===== config.mk =====
export PLATFORM = sky130hd
export DESIGN_NAME = muldiv_sched
export DESIGN_NICKNAME = d
export VERILOG_FILES = /design/src/rtl/muldiv_sched.sv
export SDC_FILE = /design/constraint.sdc
export NUM_CORES = 1
export LEC_CHECK = 0
export BUFFER_PORTS_ARGS = -buffer_cell sky130_fd_sc_hd__buf_2
export CAP_MARGIN = 10
export CORE_MARGIN = 1.5
export CORE_UTILIZATION = 41
export DETAILED_ROUTE_END_ITERATION = 10
export PLACE_DENSITY = 0.74
export SLEW_MARGIN = 20
export SYNTH_ARGS = -nofsm -noshare
export SYNTH_HDL_FRONTEND = slang
export SYNTH_SLANG_ARGS = --single-unit

===== constraint.sdc =====
create_clock -name clk -period 1.93 [get_ports clk]
set_input_delay 0.386 -clock clk [delete_from_list [all_inputs] [get_ports clk]]
set_output_delay 0.386 -clock clk [all_outputs]
set_load 0.05 [all_outputs]

===== src/rtl/muldiv_sched.sv =====
// Sequencer for a shared multiply/divide unit: starts the selected engine, waits for
// its end flag within a cycle budget, then writes HI/LO or raises an exception.
module muldiv_sched #(
    parameter int TIMEOUT = 48
) (
    input  logic        clk,
    input  logic        reset,
    input  logic        start,
    input  logic        op,
    input  logic [31:0] b_in,
    input  logic        mult_end,
    input  logic        div_end,
    output logic        mult_start,
    output logic        div_start,
    output logic        div_clear,
    output logic        hi_w,
    output logic        lo_w,
    output logic        sel_div,
    output logic        busy,
    output logic        done,
    output logic        exc,
    output logic        exc_cause
);

    // state    | meaning
    // IDLE     | waiting for start
    // MULT_RUN | multiplier running, cnt counts run cycles
    // DIV_RUN  | divider running, cnt counts run cycles
    // WRITE    | HI/LO write-enable cycle
    // DONE     | completion pulse cycle
    // EXC      | exception pulse cycle (divide-by-zero or timeout)
    typedef enum logic [2:0] {IDLE, MULT_RUN, DIV_RUN, WRITE, DONE, EXC} state_t;

    localparam logic [5:0] CNT_LAST = 6'(TIMEOUT - 1);

    state_t     state;
    logic [5:0] cnt;
    logic       op_q;
    logic       run_end;

    // An end seen in the first run cycle belongs to a previous operation.
    assign run_end = (cnt != 6'd0) &&
                     (((state == MULT_RUN) && mult_end) || ((state == DIV_RUN) && div_end));
    assign sel_div = op_q;
    assign busy    = (state != IDLE);

    always_ff @(posedge clk or posedge reset) begin
        if (reset) begin
            state      <= IDLE;
            cnt        <= 6'd0;
            op_q       <= 1'b0;
            mult_start <= 1'b0;
            div_start  <= 1'b0;
            div_clear  <= 1'b0;
            hi_w       <= 1'b0;
            lo_w       <= 1'b0;
            done       <= 1'b0;
            exc        <= 1'b0;
            exc_cause  <= 1'b0;
        end else begin
            mult_start <= 1'b0;
            div_start  <= 1'b0;
            div_clear  <= 1'b0;
            hi_w       <= 1'b0;
            lo_w       <= 1'b0;
            done       <= 1'b0;
            exc        <= 1'b0;
            case (state)
                IDLE: begin
                    cnt <= 6'd0;
                    if (start) begin
                        op_q <= op;
                        if (!op) begin
                            state      <= MULT_RUN;
                            mult_start <= 1'b1;
                        end else if (b_in != 32'd0) begin
                            state     <= DIV_RUN;
                            div_start <= 1'b1;
                        end else begin
                            state     <= EXC;
                            exc       <= 1'b1;
                            exc_cause <= 1'b0;
                        end
                    end
                end
                MULT_RUN, DIV_RUN: begin
                    if (run_end) begin
                        state <= WRITE;
                        hi_w  <= 1'b1;
                        lo_w  <= 1'b1;
                    end else if (cnt == CNT_LAST) begin
                        state     <= EXC;
                        exc       <= 1'b1;
                        exc_cause <= 1'b1;
                        div_clear <= op_q;
                    end else begin
                        cnt <= cnt + 6'd1;
                    end
                end
                WRITE: begin
                    state <= DONE;
                    done  <= 1'b1;
                end
                DONE:    state <= IDLE;
                EXC:     state <= IDLE;
                default: state <= IDLE;
            endcase
        end
    end

endmodule


==> run metrics <==
ys flop type dfrtp_1; HPWL Detailed 2.081 mm; vias in the first global route 1,023; CTS tree yes; RD Place Congestion 0.8563; Total Die Area 2863 um^2; share of post-route cells with drive strength above 1 45.93%; initial DRC count 17; Sequential Power Share 28.8%; Post-synth top cells dfrtp_1, inv_1, nand2_1, nor2_1, nor4_1; total track usage 19.63%; setup_tns -25.94 ps; static leakage 0.0007170 uW; Slew HR 56.21%; path type of the worst min-delay path in2async; Final Slew Violations 0; Clock Skew 5.040 ps; CTS hold repair buffers 0; Mapped Avg Cell Area 9.257 um^2; Synthesis Warnings 0; area post-placement 1381 um^2; Initial Util 42.61%; crit share post-route 101.2%; CTS Buffer Depth 2; failing checks negative setup slack; Final Hold Viols 0; Max Cap Viol 0; initial antenna violation count 0; per-cell routed wire length 12.79 um; worst vdd ir 842.0 uV; area grow syn2layout 41.03%; worst r2r src cnt[0]$_DFFE_PP0P_; outcome finished, violations left; DIE HEIGHT 53.51 um; Yosys cell types 40; post-route ant nets 0; sw power 808.0 uW; switching share of power 45.73%; Syn Std Cell Area 1046 um^2; Mapped Cells 113; DRC viols 0; worst setup margin -22.97 ps; Logic pwr share 60.4%; Buffers on Ports 47; share of the synthesized area in the top cell type 40.67%; CTS Buf Count 3; io pins 48; syn nets 153; nets 213; EDFF count, synth 0; reg2reg end cnt[4]$_DFFE_PP0P_; synthesized flop and latch total 17; RSZ-0062 raised after global routing true; diode count 0; crit path DAT 2160 ps; Vias 1,090; clock period minus worst slack 1953 ps; cell taking the most area after synthesis dfrtp_1; worst endpoint required time 2140 ps; global-route wire length before repair 4.002 mm; Core Footprint 2455 um^2; largest net degree at the start of global routing 18; Fillers 225; CTS Sinks 17; final setup violation count 2; most common cell in the netlist dfrtp_1; worst slack, placed -75.87 ps; CTS Root Cell clkbuf_4; grt total ovfl 0; std cell rows 18; Fmax 0.5120 GHz; cell area after layout 1475 um^2; Worst-Skew Late Latency 290 ps; Area contributors post-synth dfrtp_1, nor4_1, o211ai_1; Hold Slack 168.9 ps; critical path class reg2reg; Critical Path Start Type flop; DR pass1 iterations 4; P per Cell Area 1198 nW/um^2; chip width 53.51 um; cell-internal power 959.0 uW; FF-to-FF path depth 6; sequential area share after synthesis 40.67%; Critical Path Sink Type flop; via/cell ratio 5.396; Post-synth ARST share 100.0%; Total Wirelength 2.584 mm; Worst-Margin Slew 656.1 ps; Clock Power Share 10.7%; clk slew on worst S/H paths 100 ps; crit path max fanout 5; H-tree levels 1; Reg2Reg Setup Slack -20 ps
==> stage by stage <==
stage,utilization (%),power [uW],instances
2_1_floorplan,-,1178,113
3_3_place_gp,56.27,1436,196
3_5_place_dp,56.27,1460,196
4_1_cts,58.36,1696,200
5_1_grt,60.09,1884,202
6_report,60.09,1767,202
==> cell usage in the layout (no fill, tap or decap), types with 2 or more instances in the layout <==
cell      instances
or2_2             2
buf_4            15
nand4_1           3
buf_2            46
dfrtp_1          17
o211ai_1          5
clkbuf_4          3
nor4_1            8
nor2_1            8
o21ai_1           2
nor3_1            3
nand2_1           8
nor3b_1           2
o21ai_0           2
inv_1             9
nand3_1           5
and3b_1           2
==> cell families (layout without fill, tap and decap cells) <==
| group | after synthesis | after routing | synth area share, % |
|---|---|---|---|
| adder cells (fa/ha/maj) | 3 | 3 | 3.349 |
| multiplexers | 2 | 2 | 2.033 |
| XOR/XNOR | 1 | 1 | 0.8375 |
| buffers and inverters | 16 | 75 | 6.579 |
| AND/OR/NAND/NOR | 53 | 53 | 28.23 |
| AO/OA/AOI/OAI | 21 | 21 | 18.30 |
| flip-flops | 17 | 17 | 40.67 |
==> worst max-delay path by stage <==
stage                       startpoint                  to  slack [ps]  depth (start not counted)
finish              cnt[0]$_DFFE_PP0P_  cnt[4]$_DFFE_PP0P_         -20                          6
global route        cnt[1]$_DFFE_PP0P_  cnt[4]$_DFFE_PP0P_         -90                          6
CTS                 cnt[1]$_DFFE_PP0P_  cnt[4]$_DFFE_PP0P_         -40                          6
detailed placement  cnt[1]$_DFFE_PP0P_  cnt[5]$_DFFE_PP0P_         -80                          6
global placement    cnt[0]$_DFFE_PP0P_  cnt[5]$_DFFE_PP0P_          -8                          6
floorplan           cnt[0]$_DFFE_PP0P_  cnt[5]$_DFFE_PP0P_         -30                          6
==> power by group through the flow <==
| stage | combinational [uW] | sequential [uW] | clock, uW |
|---|---|---|---|
| floorplan | 603 | 575 | 0 |
| global placement | 927 | 509 | 0 |
| detailed placement | 947 | 512 | 0 |
| CTS | 993 | 507 | 197 |
| global route | 1150 | 522 | 208 |
| finish | 1070 | 509 | 190 |
==> registers in the layout (all words and copies together), names as in the netlist <==
register / flops
done: 1
exc: 1
mult_start: 1
cnt: 6
exc_cause: 1
lo_w: 1
div_start: 1
sel_div: 1
div_clear: 1
state: 3
==> repair_timing <==
item / 4_1_cts / 5_1_grt
buffers inserted: 0 / 2
setup endpoints to repair: 5 / 9
gates resized for setup: 6 / 8
pin swaps: 1 / 3
==> worst max-delay path, stage by stage (launching register included) <==
cell      delay, ps
dfrtp_1         380
inv_1            60
ha_1            130
or3b_4          410
o32a_4          340
or4_1           470
o221ai_1         90
==> layer usage <==
layer | track usage [%] | wire (um) | share of wire, % | vias up
met5 | 0 | 0 | 0 | -
met4 | 8.974 | 32 | 1.2 | 0
met3 | 2.542 | 167 | 6.5 | 4
met2 | 36.21 | 1313 | 51 | 49
met1 | 22.13 | 1070 | 41 | 502
li1 | - | - | - | 535
==> area by class of cell <==
class / instances / area [um^2] / area share [%]
multi-input combinational: 80 / 598.1 / 40.54
sequential: 17 / 425.4 / 28.84
timing repair buffer: 62 / 354.1 / 24.00
tap: 30 / 37.54 / 2.545
inverter: 9 / 33.78 / 2.290
clock buffer: 4 / 26.28 / 1.781
No activity file was read; power rests on OpenSTA's default activity.
